`src/rtl/systolic_feeder_if.sv`:
```
// Operand beat bus between the job source and the systolic feeder.
// One beat carries a full activation column and a full weight row.
interface systolic_feeder_if #(
  parameter int DATA_WIDTH   = 32,
  parameter int ARRAY_WIDTH  = 4,
  parameter int ARRAY_HEIGHT = 4
);
  logic                                     in_vld_i;
  logic                                     in_rdy_o;
  logic [ARRAY_HEIGHT-1:0][DATA_WIDTH-1:0]  act_col_i;
  logic [ARRAY_WIDTH-1:0][DATA_WIDTH-1:0]   wgt_row_i;

  modport master (
    output in_vld_i,
    output act_col_i,
    output wgt_row_i,
    input  in_rdy_o
  );

  modport slave (
    input  in_vld_i,
    input  act_col_i,
    input  wgt_row_i,
    output in_rdy_o
  );
endinterface

```
`src/rtl/systolic_feeder.sv`:
```
// Operand feeder for the output-stationary systolic array: accepts K-slices,
// skews them diagonally (row i / column j delayed by i / j cycles), clears the
// array at job start, zero-fills bubbles and the drain, and pulses done_o
// once every PE accumulator holds its final dot product.
module systolic_feeder #(
  parameter int DATA_WIDTH   = 32,
  parameter int ARRAY_WIDTH  = 4,
  parameter int ARRAY_HEIGHT = 4,
  parameter int K_MAX        = 64,
  parameter int K_WIDTH      = $clog2(K_MAX + 1),
  parameter int PE_LAT       = 1
) (
  input  logic                                    clk_i,
  input  logic                                    rst_i,
  input  logic                                    start_i,
  input  logic [K_WIDTH-1:0]                      k_len_i,
  output logic                                    busy_o,
  output logic                                    err_o,
  systolic_feeder_if.slave                        feed,
  output logic                                    clear_o,
  output logic [ARRAY_HEIGHT-1:0][DATA_WIDTH-1:0] active_o,
  output logic [ARRAY_WIDTH-1:0][DATA_WIDTH-1:0]  weight_o,
  output logic                                    done_o
);

  // Cycles spent in DRAIN after the last beat so the farthest PE sees it.
  localparam int DRAIN_CYC = ARRAY_HEIGHT + ARRAY_WIDTH + PE_LAT - 3;
  localparam int DRAIN_W   = (DRAIN_CYC < 1) ? 1 : $clog2(DRAIN_CYC + 1);

  typedef enum logic [2:0] {
    S_IDLE,
    S_CLEAR,
    S_FEED,
    S_DRAIN,
    S_DONE
  } state_t;

  state_t               r_state;
  logic [K_WIDTH-1:0]   r_klen;
  logic [K_WIDTH-1:0]   r_beat;
  logic [DRAIN_W-1:0]   r_drain;
  logic                 r_in_rdy;
  logic                 r_clear;
  logic                 r_busy;
  logic                 r_done;
  logic                 r_err;

  logic                 w_fire;
  logic                 w_klen_ok;
  logic [K_WIDTH-1:0]   w_beat_nxt;

  assign w_fire     = feed.in_vld_i && r_in_rdy;
  assign w_klen_ok  = (k_len_i != '0) && (k_len_i <= K_WIDTH'(K_MAX));
  assign w_beat_nxt = r_beat + K_WIDTH'(1);

  assign feed.in_rdy_o = r_in_rdy;
  assign clear_o       = r_clear;
  assign busy_o        = r_busy;
  assign done_o        = r_done;
  assign err_o         = r_err;

  // Job sequencing FSM with registered control outputs.
  always_ff @(posedge clk_i or posedge rst_i) begin
    if (rst_i) begin
      r_state  <= S_IDLE;
      r_klen   <= '0;
      r_beat   <= '0;
      r_drain  <= '0;
      r_in_rdy <= 1'b0;
      r_clear  <= 1'b0;
      r_busy   <= 1'b0;
      r_done   <= 1'b0;
      r_err    <= 1'b0;
    end else begin
      r_clear <= 1'b0;
      r_done  <= 1'b0;
      r_err   <= 1'b0;
      case (r_state)
        S_IDLE: begin
          if (start_i) begin
            if (w_klen_ok) begin
              r_klen  <= k_len_i;
              r_beat  <= '0;
              r_state <= S_CLEAR;
              r_clear <= 1'b1;
              r_busy  <= 1'b1;
            end else begin
              r_err <= 1'b1;
            end
          end
        end
        S_CLEAR: begin
          r_state  <= S_FEED;
          r_in_rdy <= 1'b1;
        end
        S_FEED: begin
          if (w_fire) begin
            r_beat <= w_beat_nxt;
            // Ready drops at the final handshake edge, so no extra beat can land.
            if (w_beat_nxt == r_klen) begin
              r_in_rdy <= 1'b0;
              if (DRAIN_CYC == 0) begin
                r_state <= S_DONE;
                r_done  <= 1'b1;
              end else begin
                r_state <= S_DRAIN;
                r_drain <= DRAIN_W'(DRAIN_CYC);
              end
            end
          end
        end
        S_DRAIN: begin
          if (r_drain == '0) begin
            r_state <= S_DONE;
            r_done  <= 1'b1;
          end else begin
            r_drain <= r_drain - DRAIN_W'(1);
          end
        end
        S_DONE: begin
          r_state <= S_IDLE;
          r_busy  <= 1'b0;
        end
        default: begin
          r_state  <= S_IDLE;
          r_in_rdy <= 1'b0;
          r_busy   <= 1'b0;
        end
      endcase
    end
  end

  // Activation lanes: lane i is a chain of depth i+1, zero-filled when no beat.
  for (genvar gi = 0; gi < ARRAY_HEIGHT; gi++) begin : g_act
    logic [DATA_WIDTH-1:0] r_sr [0:gi];

    // Shift activation lane every cycle; head takes the beat or zero.
    always_ff @(posedge clk_i or posedge rst_i) begin
      if (rst_i) begin
        for (int unsigned s = 0; s <= gi; s++) r_sr[s] <= '0;
      end else begin
        r_sr[0] <= w_fire ? feed.act_col_i[gi] : '0;
        for (int unsigned s = 1; s <= gi; s++) r_sr[s] <= r_sr[s-1];
      end
    end

    assign active_o[gi] = r_sr[gi];
  end

  // Weight lanes: lane j is a chain of depth j+1, zero-filled when no beat.
  for (genvar gj = 0; gj < ARRAY_WIDTH; gj++) begin : g_wgt
    logic [DATA_WIDTH-1:0] r_sr [0:gj];

    // Shift weight lane every cycle; head takes the beat or zero.
    always_ff @(posedge clk_i or posedge rst_i) begin
      if (rst_i) begin
        for (int unsigned s = 0; s <= gj; s++) r_sr[s] <= '0;
      end else begin
        r_sr[0] <= w_fire ? feed.wgt_row_i[gj] : '0;
        for (int unsigned s = 1; s <= gj; s++) r_sr[s] <= r_sr[s-1];
      end
    end

    assign weight_o[gj] = r_sr[gj];
  end

endmodule

```
`src/flat_wrapper.sv`:
```
// flat-port wrapper written by rule: the top's interface ports become plain ports
module systolic_feeder_flat 
#(
  parameter int DATA_WIDTH   = 32,
  parameter int ARRAY_WIDTH  = 4,
  parameter int ARRAY_HEIGHT = 4,
  parameter int K_MAX        = 64,
  parameter int K_WIDTH      = $clog2(K_MAX + 1),
  parameter int PE_LAT       = 1
)
  (clk_i, rst_i, start_i, k_len_i, busy_o, err_o, clear_o, active_o, weight_o, done_o, feed_in_vld_i, feed_act_col_i, feed_wgt_row_i, feed_in_rdy_o);
  systolic_feeder_if #(.DATA_WIDTH(DATA_WIDTH), .ARRAY_WIDTH(ARRAY_WIDTH), .ARRAY_HEIGHT(ARRAY_HEIGHT)) feed_i ();
  input  logic clk_i;
  input  logic rst_i;
  input  logic start_i;
  input  logic [K_WIDTH-1:0] k_len_i;
  output logic busy_o;
  output logic err_o;
  output logic clear_o;
  output logic [ARRAY_HEIGHT-1:0][DATA_WIDTH-1:0] active_o;
  output logic [ARRAY_WIDTH-1:0][DATA_WIDTH-1:0] weight_o;
  output logic done_o;
  input wire logic [$bits(feed_i.in_vld_i)-1:0] feed_in_vld_i;
  input wire logic [$bits(feed_i.act_col_i)-1:0] feed_act_col_i;
  input wire logic [$bits(feed_i.wgt_row_i)-1:0] feed_wgt_row_i;
  output wire logic [$bits(feed_i.in_rdy_o)-1:0] feed_in_rdy_o;
  assign feed_i.in_vld_i = feed_in_vld_i;
  assign feed_i.act_col_i = feed_act_col_i;
  assign feed_i.wgt_row_i = feed_wgt_row_i;
  assign feed_in_rdy_o = feed_i.in_rdy_o;
  systolic_feeder #(.DATA_WIDTH(DATA_WIDTH), .ARRAY_WIDTH(ARRAY_WIDTH), .ARRAY_HEIGHT(ARRAY_HEIGHT), .K_MAX(K_MAX), .K_WIDTH(K_WIDTH), .PE_LAT(PE_LAT)) u_core (.clk_i(clk_i), .rst_i(rst_i), .start_i(start_i), .k_len_i(k_len_i), .busy_o(busy_o), .err_o(err_o), .feed(feed_i), .clear_o(clear_o), .active_o(active_o), .weight_o(weight_o), .done_o(done_o));
endmodule
```
`config.mk`:
```
export PLATFORM = sky130hd
export DESIGN_NAME = systolic_feeder_flat
export DESIGN_NICKNAME = d
export VERILOG_FILES = /design/src/rtl/systolic_feeder_if.sv /design/src/rtl/systolic_feeder.sv /design/src/flat_wrapper.sv
export SDC_FILE = /design/constraint.sdc
export NUM_CORES = 1
export LEC_CHECK = 0
export CORE_ASPECT_RATIO = 0.6
export CORE_UTILIZATION = 48
export DETAILED_ROUTE_END_ITERATION = 8
export GPL_TIMING_DRIVEN = 0
export MAX_ROUTING_LAYER = met4
export PLACE_DENSITY_LB_ADDON = 0.2
export SLEW_MARGIN = 15
export SYNTH_ARGS = -nofsm -noshare
export SYNTH_HDL_FRONTEND = slang
export SYNTH_SLANG_ARGS = --single-unit
```
`constraint.sdc`:
```
create_clock -name clk_i -period 30 [get_ports clk_i]
set_input_delay 4.5 -clock clk_i [delete_from_list [all_inputs] [get_ports clk_i]]
set_output_delay 4.5 -clock clk_i [all_outputs]
set_load 0.05 [all_outputs]
```
# ---- Word level (Yosys, flattened, before mapping)
# Index checks and enable logic that the tools add are counted.
dict set report totals {
  inputBits 267
  ff_bits 665
}
dict set report op_classes {
  reduce_logical 15
  magnitude_cmp 1
  n_addsub 2
  muxes 36
  n_bitwise 2
  eq_ne 11
}
# operator count
set ops {}
lappend ops {{32-bit 2-to-1 mux} 8}
lappend ops {{3-bit 2-to-1 mux} 8}
lappend ops {{7-bit 2-to-1 mux} 3}
lappend ops {{7-bit case mux with 2 select lines} 1}
lappend ops {{1-bit 2-to-1 mux} 12}
lappend ops {{3-bit case mux with 4 select lines} 1}
lappend ops {{3-bit AND reduction} 3}
lappend ops {{2-bit by 1-bit != test with 1-bit output (second input constant)} 4}
lappend ops {{4-bit AND reduction} 2}
lappend ops {{7-bit by 1-bit adder with 7-bit output (second input constant)} 1}
lappend ops {{7-bit == test} 1}
lappend ops {{7-bit less-or-equal comparator (second input constant)} 1}
lappend ops {{7-bit nonzero test} 1}
lappend ops {{3-bit by 2-bit == test with 1-bit output (second input constant)} 2}
lappend ops {{3-bit zero test} 2}
lappend ops {{3-bit case mux with 2 select lines} 1}
lappend ops {{3-bit OR reduction} 2}
lappend ops {{5-bit AND reduction} 1}
lappend ops {{2-bit != test (second input constant)} 2}
lappend ops {{2-bit nonzero test} 2}
lappend ops {{3-bit by 1-bit == test with 1-bit output (second input constant)} 1}
lappend ops {{3-bit == test (second input constant)} 1}
lappend ops {{1-bit case mux with 3 select lines} 1}
lappend ops {{3-bit by 1-bit subtractor with 3-bit output (second input constant)} 1}
lappend ops {{3 further kinds} 5}

# ---- Depth between registers and ports, before layout
# Gate-level depths: netlist of run 1.
dict set report logic_depth {
  ltp_word 5
  mapped_depth 7
}

# ---- Worst setup path after synthesis of run 1
# Ideal clock, no wire load.
dict set report synth_timing {
  path_kind {input to register}
  start {input port k_len_i[1]}
  end {register u_core.r_klen[0]}
  setup_ns 0.125
  stages 4
  arrival_ns 5.972
  n_path_buf 0
  slack_ns 23.904
  required_time_ns 29.875
  path_cell_list {or4_4 or4_4 nand4b_4 mux2_2}
}
dict set report synth_via {
  elab_chain_cells 3
  elab_cells_between_ends 4
  classes_between {order compare (1); reduce/logical (3)}
}
# element line_no
set synth_rtl {}
lappend synth_rtl {{start, declared} flat_wrapper.sv:16} ;# input logic [K_WIDTH-1:0] k_len_i;
lappend synth_rtl {{7-bit less-or-equal comparator or 7-bit nonzero test (tied branches)} systolic_feeder.sv:53} ;# assign w_klen_ok = (k_len_i != '0) && (k_len_i <= K_WIDTH'(K_MAX));
lappend synth_rtl {{1-bit logical AND *} systolic_feeder.sv:53}
lappend synth_rtl {{3-bit AND reduction (no line) *} --}
lappend synth_rtl {{end signal, assigned} systolic_feeder.sv:82} ;# r_klen <= k_len_i;
lappend synth_rtl {{end, declared} systolic_feeder.sv:39} ;# logic [K_WIDTH-1:0] r_klen;
# Every way passes the cells marked *; elsewhere a longest branch is shown, timed or not.
# A chain may end at the register's enable or synchronous reset.

# ---- Final worst setup path of run 1
dict set report layout_timing {
  start {register u_core.g_wgt[3].r_sr (netlist bit u_core.weight_o[114])}
  end {output port weight_o[114] (netlist name)}
}
# element line_no
set layout_lines {}
lappend layout_lines {{start, declared} systolic_feeder.sv:152} ;# logic [DATA_WIDTH-1:0] r_sr [0:gj];
lappend layout_lines {{end, declared} flat_wrapper.sv:21} ;# output logic [ARRAY_WIDTH-1:0][DATA_WIDTH-1:0] weight_o;
# No word-level cell between the ends.

==> results of run 1 <==
==> cell families after synthesis <==
family          count (synthesis)  share of synthesized area [%]
mux                            12                          0.630
flops                         665                           80.5
buf+inv                       262                           8.31
simple gates                  313                           9.24
xor+xnor                        7                          0.297
compound gates                 23                          0.829
fa+ha+maj                       3                          0.182
==> synth_stat cells, drive strengths merged <==
master / number
dfrtp: 665
nand2: 15
nor3: 3
o22ai: 1
nor3b: 2
xor2: 4
o31ai: 1
nand4b: 1
a31oi: 1
nor4bb: 1
a21o: 2
or3: 1
and3: 258
inv: 9
a211oi: 1
a221o: 1
o211ai: 1
o2111ai: 3
ha: 3
mux2: 8
o21ai: 6
nor2: 13
nand2b: 4
a21oi: 5
buf: 194
o32ai: 1
xnor2: 3
and2: 4
or4: 3
clkbuf: 59
nand3: 8
mux2i: 4
==> worst max-delay path, cell delays in order, from the launching register on <==
cell             delay (ps)
dfrtp_1                 320
buf_4                    90
clkdlybuf4s50_1         890
==> per-layer routing <==
layer	wire length (um)	part of all wire, %	track usage [%]
met4	1490	3.4	7.83
met2	23400	53	35.5
met3	2230	5.0	4.66
met5	0	0	-
met1	17300	39	24.9
==> power breakdown <==
group	total (mW)	leakage [nW]	switching, mW	internal (mW)
registers	0.958	8.56	0.0156	0.942
clock network	0.756	0.965	0.321	0.435
logic	0.208	4.78	0.116	0.0921
total	1.92	14.3	0.453	1.47
==> state kept, by name, summed over array words and instances (netlist names) <==
register	flops
u_core.clear_o	1
u_core.feed.in_rdy_o	1
u_core.r_beat	7
u_core.busy_o	1
u_core.active_o	96
u_core.err_o	1
u_core.g_wgt.r_sr	224
u_core.r_klen	7
u_core.g_act.r_sr	224
u_core.r_drain	3
u_core.r_state	3
u_core.weight_o	96
u_core.done_o	1
==> through the flow <==
stage / hold slack (ps) / setup slack [ps] / std cells / cell area [um2]
3_5_place_dp: 335 / 23130 / 2388 / 26800
4_1_cts: 338 / 23580 / 2491 / 28800
5_1_grt: 341 / 23510 / 2496 / 28800
3_3_place_gp: 331 / 700 / 2382 / 26700
2_1_floorplan: 331 / 6860 / 1285 / 20700
6_report: 337 / 23610 / 2496 / 28800
==> final timing paths <==
| path | start | to | cells after the start |
|---|---|---|---|
| min in group asynchronous | rst_i | u_core.weight_o[68] | 2 |
| setup / recovery | u_core.weight_o[114] | weight_o[114] | 2 |
| hold / removal | u_core.g_act[2].r_sr[86] | u_core.g_act[2].r_sr[54] | 0 |
| hold reg to reg | u_core.g_act[2].r_sr[86] | u_core.g_act[2].r_sr[54] | 0 |
| setup reg to reg | u_core.feed.in_rdy_o | u_core.g_act[1].r_sr[62] | 4 |
| max in group asynchronous | rst_i | u_core.g_wgt[1].r_sr[38] | 5 |
==> layout make-up <==
| class | instances | area share, % |
|---|---|---|
| Sequential cell | 665 | 57.8 |
| Timing Repair Buffer | 533 | 18.9 |
| Multi-Input combinational cell | 358 | 8.03 |
| Buffer | 253 | 5.84 |
| Clock buffer | 73 | 5.51 |
| Tap cell | 570 | 2.48 |
| Clock inverter | 30 | 1.27 |
| Inverter | 9 | 0.143 |
| Antenna cell | 5 | 0.0435 |
==> metrics.csv, run 1 <==
metric;value;unit
fp-row-count;58;
crit_type;flop to primary output;
leakage;14.3;nW
ant_nets;0;
yosysTopAreaCell;dfrtp_1;
synth-seq-area-share;80.5;%
place_congestion;0.797;
clkSinkCount;665;
clockBufferDepth;3;
slew_violations;0;
hpwl;31.1;mm
grt_antenna_before_repair;6;
setup_tns;0;ps
ios;528;
drive_gt1_share;16.3;%
hold_path_class;flop to flop;
start_util;49.0;%
first_iter_violations;588;
powerDensity;66.8;nW/um2
worst_skew_pair.late_latency;580;ps
cts-buffers-inserted;56;
vias;11236;
nFillCells;2820;
cts.clk_slew.worst_paths;70;ps
drt_first_pass_iters;6;
fmax;0.157;GHz
via_per_inst;4.50;
grt_setup_unrepaired;false;
holdBufCountCts;0;
synth_nets;1555;
die_y;163;um
fin_util;68.3;%
cp-end-kind;primary output;
portBuffers;527;
register_area;16600;um2
setup_viol;0;
avgSynthCellArea;16.1;um2
maxCapViolations;0;
yosysTopAreaCellShare;80.5;%
area_growth_syn_to_layout;39.3;%
grt_start_max_net_pins;120;
finClkSkew;16.6;ps
critPathMaxFanout;1;
grtUsageTotal;21.0;%
tightest_slew;1090;ps
fp.dieArea;43900;um2
multi_input_area;2310;um2
final_common_cell;dfrtp_1;
htreeDepth;2;
cp.arrival;1890;ps
cts-root-buf;clkbuf_16;
syn_inst;1285;
cp.required;25500;ps
synth_warnings;0;
p_total;1.92;mW
grt_pass1_wl;67.5;mm
finalCritPeriodShare;21.3;%
synth_area;20700;um2
cts_resized;0;
relSlewSlack;27.1;%
yosys_register_bits;665;
grt-ovfl-total;0;
wl;44.4;mm
post-route-min-period;6390;ps
grt_pass1_vias;11952;
reg2reg_slack;27750;ps
layout_common_cells;dfrtp_1 (665), clkdlybuf4s50_1 (527), and3_1 (258);
synth.area.top_cells;dfrtp_1 (81%), and3_1 (7.8%), buf_4 (7.0%);
dieWidth;270;um
avgRoutedWirePerCell;17.8;um
status;finished, final reports clean;
drc;0;
synth_cell_types;38;
finalHoldViolations;0;
cts_setup_buffers;0;
fin_nets;2146;
core;42200;um2
tritoncts;yes;
irDropWorstVdd;0.0553;mV
startpoint_type;flop;
Power figures use the tool's default switching activity.
==> run 2: changes to the inputs <==
==> constraint.sdc (replaced) <==
create_clock -name clk_i -period 6.02 [get_ports clk_i]
set_input_delay 0.903 -clock clk_i [delete_from_list [all_inputs] [get_ports clk_i]]
set_output_delay 0.903 -clock clk_i [all_outputs]
set_load 0.05 [all_outputs]
==> metrics.csv, run 2 (synthesized netlist as in run 1, its figures left out) <==
metric;value;unit;change
status;finished, final reports clean;;
cp.arrival;1890;ps;about the same
fp.dieArea;43900;um2;unchanged
placedCellCount;2402;;+0.59%
grt_pass1_vias;11978;;+0.22%
wl;44.7;mm;+0.63%
startpoint_type;flop;;
grt_start_max_net_pins;40;;-67%
dieWidth;270;um;unchanged
finClkSkew;13.2;ps;-3.49 ps
fin_nets;2159;;+0.61%
hold_path_class;flop to flop;;
cts.clk_slew.worst_paths;70;ps;about the same
grt_setup_unrepaired;false;;
maxCapViolations;0;;unchanged
post-route-min-period;2790;ps;
crit_type;flop to primary output;;
top_regs;u_core.g_act.r_sr (224), u_core.g_wgt.r_sr (224);;
die_y;163;um;unchanged
cts_resized;0;;unchanged
p_total;9.50;mW;+390%
slew_violations;0;;unchanged
avgRoutedWirePerCell;17.8;um;about the same
grt_pass1_wl;67.9;mm;+0.60%
ios;528;;unchanged
clockBufferDepth;3;;unchanged
tritoncts;yes;;
cts-buffers-inserted;55;;-1.8%
start_util;49.0;%;unchanged
place_congestion;0.826;;+3.5%
holdBufCountCts;0;;unchanged
area_growth_syn_to_layout;40.3;%;
portBuffers;527;;unchanged
grt_antenna_before_repair;9;;+3
multi_input_area;2310;um2;unchanged
drive_gt1_share;16.6;%;+0.22 points
fmax;0.358;GHz;
tightest_slew;1080;ps;-11.7 ps
cp.required;5120;ps;-20380 ps
core;42200;um2;unchanged
critPathMaxFanout;1;;unchanged
layout_common_cells;dfrtp_1 (665), clkdlybuf4s50_1 (527), and3_1 (258);;
powerDensity;328;nW/um2;+390%
via_per_inst;4.51;;+0.25%
cp-end-kind;primary output;;
fp-row-count;58;;unchanged
fin_cells;2511;;+0.60%
htreeDepth;2;;unchanged
clkSinkCount;665;;unchanged
drt_first_pass_iters;4;;-2
fin_util;68.8;%;+0.48 points
cts_setup_buffers;0;;unchanged
finalHoldViolations;0;;unchanged
cts-root-buf;clkbuf_16;;
register_area;16600;um2;unchanged
vias;11332;;+0.85%
grtUsageTotal;21.4;%;+0.35 points
first_iter_violations;493;;-16%
hpwl;32.1;mm;+3.3%
grt-ovfl-total;0;;unchanged
worst_skew_pair.late_latency;580;ps;about the same
setup_viol;0;;unchanged
final_common_cell;dfrtp_1;;
finalCritPeriodShare;46.3;%;
leakage;14.4;nW;+0.55%
relSlewSlack;27.8;%;+0.78 points
drc;0;;unchanged
ant_nets;0;;unchanged
nFillCells;2817;;-0.11%
irDropWorstVdd;0.213;mV;+280%
==> run 2: cell type report <==
type                            count  area share, %
Clock buffer                       82           5.72
Timing Repair Buffer              547           19.6
Antenna cell                        9         0.0777
Inverter                            9          0.129
Buffer                            253           5.80
Clock inverter                     18          0.820
Multi-Input combinational cell    358           7.97
Tap cell                          570           2.46
Sequential cell                   665           57.4
==> run 2: where the power goes <==
part | total (mW) | leakage [nW] | internal (mW) | switching, mW
clock network | 3.67 | 0.931 | 2.12 | 1.55
registers | 4.77 | 8.56 | 4.70 | 0.0771
logic | 1.06 | 4.90 | 0.475 | 0.583
total | 9.50 | 14.4 | 7.29 | 2.21
==> run 2: per-layer routing <==
metal | GRT usage (%) | part of all wire (%) | up-vias
li1 | - | - | 5215
met1 | 25.8 | 40 | 5747
met2 | 35.3 | 52 | 278
met3 | 5.07 | 4.9 | 92
met4 | 7.88 | 3.3 | 0
met5 | - | 0 | -
==> run 2: critical path: stages, from the launching register on <==
cell and delay [ps]:
dfrtp_1 320, buf_4 90, clkdlybuf4s50_1 900
==> run 2: through the flow <==
stage	setup slack (ps)	hold WS (ps)	setup TNS (ps)	instance area, um2
6_report	3230	341	0	29000
5_1_grt	3180	342	0	29000
4_1_cts	3180	335	0	29000
3_5_place_dp	2880	335	0	27100
3_3_place_gp	-7360	331	-4833530	26700
2_1_floorplan	-3980	331	-2643650	20700
==> run 2: final timing paths <==
| check | startpoint | end | slack [ps] | cells past startpoint |
|---|---|---|---|---|
| min in group asynchronous | rst_i | u_core.weight_o[113] | 730 | 2 |
| max reg2reg | u_core.feed.in_rdy_o | u_core.g_act[0].r_sr[0] | 3710 | 4 |
| min reg2reg | u_core.g_wgt[3].r_sr[87] | u_core.g_wgt[3].r_sr[55] | 340 | 0 |
| max | u_core.weight_o[60] | weight_o[60] | 3230 | 2 |
| min | u_core.g_wgt[3].r_sr[87] | u_core.g_wgt[3].r_sr[55] | 340 | 0 |
| max in group asynchronous | rst_i | u_core.g_wgt[1].r_sr[50] | 3530 | 8 |
==> run 3: changes to the inputs <==
==> constraint.sdc (replaced) <==
create_clock -name clk_i -period 2.8 [get_ports clk_i]
set_input_delay 0.42 -clock clk_i [delete_from_list [all_inputs] [get_ports clk_i]]
set_output_delay 0.42 -clock clk_i [all_outputs]
set_load 0.05 [all_outputs]
==> results of run 3 <==
Same layout as run 2 (identical final DEF). Status: finished, final reports clean.
Among the figures that moved: setup slack after placement 2880 ps -> 142 ps; setup slack after layout 3230 ps -> 493 ps; hold slack 341 ps -> 252 ps; register-to-register setup slack 3710 ps -> 490 ps; total power 9.50 mW -> 20.4 mW; worst IR drop on VDD 0.213 mV -> 0.457 mV
